===== config.mk =====
export PLATFORM = sky130hd
export DESIGN_NAME = instr_fetch
export DESIGN_NICKNAME = d
export VERILOG_FILES = /design/src/rtl/instr_fetch.sv
export SDC_FILE = /design/constraint.sdc
export NUM_CORES = 1
export LEC_CHECK = 0
export ABC_AREA = 1
export BUFFER_PORTS_ARGS = -buffer_cell sky130_fd_sc_hd__buf_2
export CAP_MARGIN = 10
export CORE_ASPECT_RATIO = 2
export CORE_UTILIZATION = 53
export DETAILED_ROUTE_END_ITERATION = 7
export PLACE_DENSITY = 0.91
export SLEW_MARGIN = 20
export SYNTH_ARGS = -nofsm -noshare
export SYNTH_HDL_FRONTEND = slang
export SYNTH_SLANG_ARGS = --single-unit

===== constraint.sdc =====
create_clock -name Clk -period 2.1 [get_ports Clk]
set_clock_uncertainty 0.05 [all_clocks]
set_input_delay 0.525 -clock Clk [delete_from_list [all_inputs] [get_ports Clk]]
set_output_delay 0.525 -clock Clk [all_outputs]
set_load 0.03 [all_outputs]

===== src/rtl/instr_fetch.sv =====
// Instruction fetch unit for the 9-bit CPU.
// Drives the PC into the combinational imem and registers the returned word
// into InstOut. Handles start, stall, taken branches, halt detection and a
// saturating count of delivered instructions. All outputs are registered.
module instr_fetch #(
    parameter int unsigned              PC_W       = 8,
    parameter int unsigned              INST_W     = 9,
    parameter logic [PC_W-1:0]          START_ADDR = '0,
    parameter logic [INST_W-1:0]        HALT_WORD  = '1
) (
    input  logic                Clk,
    input  logic                Reset,
    input  logic                Start,
    input  logic                Stall,
    input  logic                BranchEn,
    input  logic [PC_W-1:0]     BranchTarget,
    input  logic [INST_W-1:0]   Inst,
    output logic [PC_W-1:0]     PC,
    output logic [INST_W-1:0]   InstOut,
    output logic                InstValid,
    output logic                Halted,
    output logic [15:0]         InstCount
);

    localparam logic [1:0] S_IDLE = 2'd0;
    localparam logic [1:0] S_RUN  = 2'd1;
    localparam logic [1:0] S_HALT = 2'd2;

    logic [1:0]         state_q, state_d;
    logic [PC_W-1:0]    pc_q, pc_d;
    logic [INST_W-1:0]  inst_q, inst_d;
    logic               valid_q, valid_d;
    logic               halted_q, halted_d;
    logic [15:0]        count_q, count_d;

    // Next-state logic: everything holds unless the current state acts.
    always_comb begin
        state_d  = state_q;
        pc_d     = pc_q;
        inst_d   = inst_q;
        valid_d  = valid_q;
        halted_d = halted_q;
        count_d  = count_q;

        case (state_q)
            S_IDLE: begin
                if (Start) begin
                    state_d = S_RUN;
                    pc_d    = START_ADDR;
                end
            end
            S_RUN: begin
                if (!Stall) begin
                    if (BranchEn) begin
                        // Squash the sequential word; a halt word here is discarded too.
                        pc_d    = BranchTarget;
                        valid_d = 1'b0;
                    end else if (Inst == HALT_WORD) begin
                        inst_d   = Inst;
                        valid_d  = 1'b0;
                        halted_d = 1'b1;
                        state_d  = S_HALT;
                    end else begin
                        inst_d  = Inst;
                        valid_d = 1'b1;
                        pc_d    = pc_q + 1'b1;
                        if (count_q != 16'hFFFF) begin
                            count_d = count_q + 16'd1;
                        end
                    end
                end
            end
            S_HALT: begin
                if (Start) begin
                    state_d  = S_RUN;
                    pc_d     = START_ADDR;
                    halted_d = 1'b0;
                    count_d  = '0;
                    valid_d  = 1'b0;
                end
            end
            default: begin
                state_d = S_IDLE;
            end
        endcase
    end

    // State registers with synchronous active-high reset.
    always_ff @(posedge Clk) begin
        if (Reset) begin
            state_q  <= S_IDLE;
            pc_q     <= START_ADDR;
            inst_q   <= '0;
            valid_q  <= 1'b0;
            halted_q <= 1'b0;
            count_q  <= '0;
        end else begin
            state_q  <= state_d;
            pc_q     <= pc_d;
            inst_q   <= inst_d;
            valid_q  <= valid_d;
            halted_q <= halted_d;
            count_q  <= count_d;
        end
    end

    assign PC        = pc_q;
    assign InstOut   = inst_q;
    assign InstValid = valid_q;
    assign Halted    = halted_q;
    assign InstCount = count_q;

endmodule


==> flow_summary.json <==
{
  "synth_area_sq_um": 2270,
  "grt_max_degree": 23,
  "synthCells": 362,
  "cp-start-kind": "flop",
  "post_dp_cell_area_sq_um": 2590,
  "path_cells": "ha_2 > nand3_1 > nor2_2 > nand4_1 > nand2_4 > buf_4 > nand3_1 > a21oi_2",
  "avgSynthCellArea_sq_um": 6.27,
  "die_h_microns": 94.6,
  "status": "finished clean",
  "rsz0062_at_grt": "no",
  "clkLatencyLatePin_ns": 0.30,
  "coreArea_sq_um": 4090,
  "antennaDiodeCount": 0,
  "path_buf_inv": 1,
  "clock_path_buffers": 2,
  "ioPinCount": 57,
  "clk_pin_slew_ns": 0.08,
  "drv_slew": 0,
  "fin_crit_ns": 1.91,
  "irDropWorstVdd_mv": 0.467,
  "cp_common_cell": "nand3_1",
  "antenna_left": 0,
  "leakage_nw": 1.29,
  "hold_buffers": 0,
  "worst_path_largest_cell_delay_ns": 0.41,
  "drv_cap": 0,
  "yosys_warnings": 0,
  "die_x_microns": 48.3,
  "drc_errors": 0,
  "drtPass1Iterations": 4,
  "cts.htree.levels": 2,
  "start_util_pct": 55.6,
  "routedWlPerCell_microns": 12.8,
  "crit_required_ns": 2.28,
  "area_delta_synth_final_pct": 21.8,
  "fmax_ghz": 0.525,
  "cp_max_fo": 7,
  "arrival_ns": 2.09,
  "die_area_sq_um": 4570,
  "n_fill_cell": 366,
  "clock_sinks": 37,
  "place_congestion": 0.967,
  "synth.distinct_cells": 27,
  "cts_made_buffers": 5,
  "seq_area_frac_synth_pct": 32.6,
  "slowest_stage": "dfxtp_1",
  "drt-initial-drc-count": 93,
  "antenna_found_initial": 0,
  "worst_setup_path_end_kind": "flop",
  "min_period_over_period_pct": 90.7,
  "hold_slack_ns": 0.428,
  "synth_fp_nets": 386,
  "rows": 33,
  "final_cell_area_sq_um": 2770,
  "grt_overflow": 0,
  "globalRouteTotalUtil_pct": 29.2,
  "final_nets": 448,
  "crit_type": "flop to flop",
  "fin_tns_setup_ns": 0,
  "p_per_area_nw_per_um2": 648,
  "cts_tree": "done",
  "crit_family": "simple AND/OR/NAND/NOR gates",
  "hold_viol_final": 0,
  "hpwlAfterDp_microns": 4420,
  "grt_pass1_vias": 2463,
  "drive_gt1_share_pct": 23.3,
  "grt_first_pass_wirelength_microns": 9680,
  "io_buffer_count": 56,
  "min_path_type": "primary input to flop",
  "routed_wl_microns": 6120,
  "setup_viol": 0,
  "routed_via_density": 5.41,
  "cts-root-buf": "clkbuf_8",
  "ys_ff_latch": 37,
  "slew_headroom_pct": 46.2,
  "worst_pin_slew_ns": 0.805,
  "vias": 2579
}
-- cell usage in the layout, fill, tap and decap left out, types with 2 or more instances in the layout --
cell | Yosys | routed
nor2_1 | 82 | 82
dfxtp_1 | 37 | 37
nand2_2 | 9 | 9
nor3_1 | 2 | 2
o21ai_0 | 18 | 18
a21oi_2 | 7 | 7
inv_1 | 30 | 30
xor2_1 | 4 | 4
clkbuf_8 | 0 | 5
nand3_1 | 38 | 38
buf_2 | 1 | 56
xnor2_1 | 2 | 2
nand2_1 | 82 | 82
a21oi_1 | 18 | 18
buf_4 | 1 | 12
nand4_1 | 10 | 10
bufinv_16 | 0 | 2
-- registers in the layout, indices dropped and copies added (netlist names) --
signal / count
PC: 8
InstValid: 1
state_q: 2
InstOut: 9
Halted: 1
InstCount: 16
-- path summary, 6_finish.rpt --
path | from | cells past startpoint | endpoint | slack [ns]
setup / recovery | InstCount[1] | 8 | InstCount[0] | 0.19
hold reg to reg | InstValid | 2 | InstValid | 0.45
hold / removal | Inst[1] | 3 | InstOut[1] | 0.43
setup reg to reg | InstCount[1] | 8 | InstCount[0] | 0.19
-- logic make-up (layout without fill, tap and decap cells) --
| logic type | Yosys count | count (layout) | synth area share (%) |
|---|---|---|---|
| AND/OR/NAND/NOR | 228 | 228 | 44.1 |
| AO/OA/AOI/OAI | 45 | 45 | 11.2 |
| buffers and inverters | 44 | 107 | 8.65 |
| flip-flops | 37 | 37 | 32.6 |
| XOR/XNOR | 6 | 6 | 2.31 |
| adder cells (fa/ha/maj) | 2 | 2 | 1.10 |
-- worst reg2reg max path, stage by stage (launching register included) --
cell and delay, ns:
dfxtp_1 0.41, ha_2 0.27, nand3_1 0.15, nor2_2 0.21, nand4_1 0.19, nand2_4 0.18, buf_4 0.15, nand3_1 0.09
a21oi_2 0.13
-- routing by layer --
layer / routed length (microns) / global-route usage (%)
met1: 2180 / 25.7
met2: 3470 / 54.6
met3: 281 / 4.21
met4: 184 / 18.1
met5: 0 / 0
-- cells in the mapped netlist --
cell | number | area [sq um]
nand2_1 | 82 | 308
nor2_1 | 82 | 308
nand3_1 | 38 | 190
dfxtp_1 | 37 | 741
inv_1 | 30 | 113
a21oi_1 | 18 | 90.1
o21ai_0 | 18 | 90.1
nand4_1 | 10 | 62.6
clkbuf_1 | 9 | 33.8
nand2_2 | 9 | 56.3
a21oi_2 | 7 | 61.3
xor2_1 | 4 | 35.0
ha_1 | 2 | 25.0
nor3_1 | 2 | 10.0
xnor2_1 | 2 | 17.5
a31oi_1 | 1 | 6.26
buf_12 | 1 | 20.0
buf_2 | 1 | 5.00
buf_4 | 1 | 7.51
buf_6 | 1 | 11.3
inv_4 | 1 | 6.26
nand2_4 | 1 | 11.3
nand2_8 | 1 | 20.0
nand3_4 | 1 | 17.5
nor2_2 | 1 | 6.26
nor2_4 | 1 | 11.3
o211ai_1 | 1 | 7.51
-- repair_timing --
action | in CTS | in global routing
endpoints found under the setup margin | 0 | 15
buffers inserted | 0 | 5
gates resized for setup | 0 | 1
endpoints found under the hold margin | 0 | 0
-- final cells by class --
| class | instances | area [sq um] | area share [%] |
|---|---|---|---|
| multi-input cells | 281 | 1340 | 48.3 |
| well taps | 52 | 65.1 | 2.35 |
| flip-flops and latches | 37 | 741 | 26.8 |
| repair buffers | 68 | 370 | 13.4 |
| clock buffers | 5 | 68.8 | 2.49 |
| inverters | 31 | 119 | 4.30 |
| clock inverters | 3 | 65.1 | 2.35 |
-- report_power, final --
part           internal [mW]  switching [mW]
clock network          0.472           0.267
logic                 0.0974           0.187
registers              0.733          0.0352
-- per-stage QoR --
stage	total power, mW	util [%]	worst slack, ns	instances
2_1_floorplan	0.979	-	0.119	362
3_3_place_gp	1.05	63.4	0.236	464
3_5_place_dp	1.06	63.4	0.123	464
4_1_cts	1.80	66.7	0.0877	472
5_1_grt	1.88	67.6	0.0352	477
6_report	1.79	67.6	0.194	477
No activity file was read; power rests on OpenSTA's default activity.
